`src/rtl/anti_theft_timer.sv`:
```
// Countdown timer and free-running 1 Hz strobe for the anti-theft FSM.
// Define ANTI_THEFT_FAST_SIM_EN to shrink the prescaler period to FAST_DIV for simulation.
module anti_theft_timer #(
    parameter int CLK_HZ   = 100_000_000,
    parameter int FAST_DIV = 10,
    parameter int VALUE_W  = 4
) (
    input  logic               clk,
    input  logic               rst,
    input  logic               start_timer,
    input  logic [VALUE_W-1:0] timer_value,
    output logic               one_hz_enable,
    output logic               timer_expired,
    output logic               busy,
    output logic [VALUE_W-1:0] seconds_left
);

`ifdef ANTI_THEFT_FAST_SIM_EN
    localparam bit FAST_SIM = 1'b1;
`else
    localparam bit FAST_SIM = 1'b0;
`endif

    localparam int DIV   = FAST_SIM ? FAST_DIV : CLK_HZ;
    localparam int CNT_W = (DIV > 1) ? $clog2(DIV) : 1;
    localparam logic [CNT_W-1:0] LAST = CNT_W'(DIV - 1);

    typedef enum logic {
        IDLE,
        COUNT
    } state_t;

    state_t             r_state;
    logic [CNT_W-1:0]   r_blinkCnt;
    logic [CNT_W-1:0]   r_tickCnt;
    logic [VALUE_W-1:0] r_remaining;
    logic               r_expired;

    // The blink prescaler free-runs; the tick prescaler restarts on every load
    // so each counted second is a full DIV cycles long.
    always_ff @(posedge clk) begin
        if (rst) begin
            r_state     <= IDLE;
            r_blinkCnt  <= '0;
            r_tickCnt   <= '0;
            r_remaining <= '0;
            r_expired   <= 1'b0;
        end else begin
            r_expired <= 1'b0;

            if (r_blinkCnt == LAST)
                r_blinkCnt <= '0;
            else
                r_blinkCnt <= r_blinkCnt + CNT_W'(1);

            if (start_timer) begin
                r_tickCnt <= '0;
                if (timer_value != '0) begin
                    r_remaining <= timer_value;
                    r_state     <= COUNT;
                end else begin
                    r_remaining <= '0;
                    r_state     <= IDLE;
                    r_expired   <= 1'b1;
                end
            end else if (r_state == COUNT) begin
                if (r_tickCnt == LAST) begin
                    r_tickCnt <= '0;
                    if (r_remaining > VALUE_W'(1)) begin
                        r_remaining <= r_remaining - VALUE_W'(1);
                    end else begin
                        r_remaining <= '0;
                        r_state     <= IDLE;
                        r_expired   <= 1'b1;
                    end
                end else begin
                    r_tickCnt <= r_tickCnt + CNT_W'(1);
                end
            end else begin
                r_tickCnt <= '0;
            end
        end
    end

    assign one_hz_enable = (r_blinkCnt == LAST);
    assign timer_expired = r_expired;
    assign busy          = (r_state == COUNT);
    assign seconds_left  = r_remaining;

endmodule

```
`config.mk`:
```
export PLATFORM = sky130hd
export DESIGN_NAME = anti_theft_timer
export DESIGN_NICKNAME = d
export VERILOG_FILES = /design/src/rtl/anti_theft_timer.sv
export SDC_FILE = /design/constraint.sdc
export NUM_CORES = 1
export LEC_CHECK = 0
export ABC_AREA = 1
export CAP_MARGIN = 0
export CORE_MARGIN = 2
export CORE_UTILIZATION = 60
export CTS_BUF_LIST = sky130_fd_sc_hd__clkbuf_8
export DETAILED_ROUTE_END_ITERATION = 12
export PLACE_DENSITY = 0.79
export SYNTH_ARGS = -nofsm -noshare
export SYNTH_HDL_FRONTEND = slang
export SYNTH_SLANG_ARGS = --single-unit
export TNS_END_PERCENT = 50
```
`constraint.sdc`:
```
create_clock -name clk -period 2 [get_ports clk]
set_input_delay 0.4 -clock clk [delete_from_list [all_inputs] [get_ports clk]]
set_output_delay 0.4 -clock clk [all_outputs]
set_load 0.01 [all_outputs]
```
==> metrics <==
die height 78.8 um; RD Place Congestion 0.942; Final ANT Viol Nets 0; Fin Setup TNS 0 ns; post-CTS setup buffer count 0; Most Crowded Layer GR met2; final setup vio count 0; met3 GRT Util 4.43%; layout cells sized above 1 9.02%; xor/xnor share of the synthesized area 4.17%; detailed-route vias per instance 5.33; # nets final 550; Post-Syn Nets 522; Worst path depth 6; Crit Path Category register to output port; die width 78.8 um; count of pins over their slew limit 0; CTS Root Cell clkbuf_8; largest net degree at the start of global routing 28; CTS Sinks 60; I/O Buffers 13; # H-tree levels 3; Core ar. 0.00544 mm^2; vias 3278; Clock Skews 0.00712 ns; Synth Area in Simple Gates 44.8%; post-cts hold buffer count 0; initial antenna violation count 0; WP buf/inv 2; DRT Pass-1 Iters 5; full die area 0.00621 mm^2; worst hold stages 2; global routing usage on met1 33.5%; antenna fix cells 0; Synth Area in Compound Gates 6.00%; synth top area cells dfxtp_1 36%, nand2_1 15%, nor2_1 10%; Tot GR Track Use 27.5%; vias in the first global route 3100; Hold Slack 0.463 ns; crit path DAT 1.40 ns; Seq cells post-synth 60; Initial Util 61.7%; maximum vdd ir drop 0.612 mV; clock slew at reported path FFs 0.06 ns; slowest cell delay on critical path 0.35 ns; Crit Path Max Fanout 5; PD cells 637 mW/mm^2; wire length per cell 12.8 um; final hold vios 0; largest family of logic cells by synthesized area simple AND/OR/NAND/NOR gates; Synth Area per Inst 6.57 um^2; Critical Path Start Type register; GR Layer Usage met2 46.9%; clk_lat worst skew 0.34 ns; mapped cell area 0.00336 mm^2; Critical Path Sink Type output port; Crit path max-delay family simple AND/OR/NAND/NOR gates; crit-path cells inv_1 -> nand4_1 -> nor4_2 -> nand3b_1 -> nor2_1 -> clkbuf_2; CTS Buf Count 9; RSZ-0062 raised after global routing false; yosys warns 0; FP Rows 27; Post-Synthesis Cells 511; grt ovf 0; slowest CP cell dfxtp_1; 1st-iter DRT viols 182; max-cap violations 0; Max Fclk 557 MHz; Area growth syn-to-layout 12.6%; status completed; Final Power 2410 uW; cells on worst reg2reg path 8; worst relative slew slack 70.9%; Clock Path Buffers 2; leakage power 0.00124 uW; Req. time, crit path 1.60 ns; multiplexer area fraction after synthesis 0%; CTS tree built; Final min period 1.80 ns; global-route wire length before repair 13400 um; Hold Path Class register to register; I/O pin count 14; cell taking the most area after synthesis dfxtp_1; period utilization 89.8%; DRC viols 0; post-detail-place hpwl 5820 um; Slew @ Worst Pin 0.434 ns; Seq/Total Area, Yosys 35.8%; share of the synthesized area in the top cell type 35.8%; post-synthesis adder-cell area fraction 1.49%; WL final 7890 um; Unique masters post-synth 26
==> cells in the final DEF, fill, tap and decap left out <==
| cell type | instances |
|---|---|
| nor2_2 | 4 |
| inv_1 | 57 |
| nor4_2 | 1 |
| a21oi_1 | 35 |
| clkinv_2 | 1 |
| nor3b_1 | 2 |
| clkbuf_2 | 1 |
| or2_2 | 2 |
| nor2_4 | 5 |
| nand2_1 | 136 |
| nand3b_1 | 8 |
| nand3_1 | 34 |
| o21ai_0 | 4 |
| xnor2_1 | 8 |
| bufinv_16 | 1 |
| nand2_2 | 6 |
| ha_1 | 4 |
| nand4_1 | 13 |
| nor3_1 | 23 |
| clkbuf_8 | 10 |
| inv_2 | 2 |
| dfxtp_1 | 60 |
| o22ai_1 | 1 |
| nand3_4 | 1 |
| nor2_1 | 89 |
| buf_4 | 9 |
| xor2_1 | 8 |
| nand2_4 | 3 |
| nor3_2 | 3 |
| clkdlybuf4s50_1 | 12 |
==> layout make-up <==
type | instances | area [um^2]
Timing Repair Buffer | 22 | 193
Multi-Input combinational cell | 390 | 1900
Sequential cell | 60 | 1200
Inverter | 56 | 210
Clock buffer | 10 | 138
Fill cell | 463 | 1660
Clock inverter | 5 | 46.3
Tap cell | 72 | 90.1
==> flip-flops by register name (all words and copies together) (netlist names) <==
signal	cells
busy	1
seconds_left	4
r_blinkCnt	27
r_tickCnt	27
timer_expired	1
==> synthesized netlist by cell type, drive strengths merged <==
master	count
nor3b	2
dfxtp	60
nand4	13
xnor2	8
xor2	8
ha	4
or2	2
nand3	35
nand3b	8
nor2	98
a21oi	35
o22ai	1
nor4	1
nor3	26
clkbuf	1
o21ai	4
buf	4
nand2	145
inv	56
==> layer usage <==
metal / vias up / wire (um)
li1: 1690 / -
met3: 17 / 364
met5: - / 0
met2: 87 / 3840
met1: 1484 / 3500
met4: 0 / 180
==> per-stage QoR <==
stage          cells  setup slack (ns)  instance area (um^2)  utilization (%)
2_1_floorplan    511             0.504                  3360                -
3_3_place_gp     600             0.166                  3600             66.1
3_5_place_dp     600             0.162                  3600             66.1
4_1_cts          615            0.0696                  3780             69.5
5_1_grt          615            0.0476                  3780             69.5
6_report         615             0.204                  3780             69.5
==> where the power goes <==
group          leakage, uW  internal [uW]  switching (uW)
clock network     0.000106            587             463
registers         0.000485           1210            13.8
logic             0.000644           57.4            76.8
==> worst min-delay path, stage by stage (launching register included) <==
cell	delay, ns
dfxtp_1	0.31
nand2_1	0.06
a21oi_1	0.05
==> timing repair <==
action,in CTS,in global routing
endpoints found under the hold margin,0,0
pin swaps,0,0
setup endpoints to repair,1,1
gates resized for setup,1,3
==> kinds of logic (layout without fill, tap and decap cells) <==
logic type | count (synthesis) | count (layout)
AOI/OAI and AO/OA | 40 | 40
xor gates and xnor gates | 16 | 16
buffers and inverters | 61 | 93
DFF | 60 | 60
and+or+nand+nor | 330 | 330
adders and majority gates | 4 | 4
==> final timing paths <==
kind,to,slack (ns),startpoint
max,one_hz_enable,0.20,r_blinkCnt[17]
min reg2reg,r_tickCnt[24],0.46,r_tickCnt[24]
max reg2reg,r_tickCnt[11],0.27,r_tickCnt[0]
min,r_tickCnt[24],0.46,r_tickCnt[24]
Power figures use the tool's default switching activity.
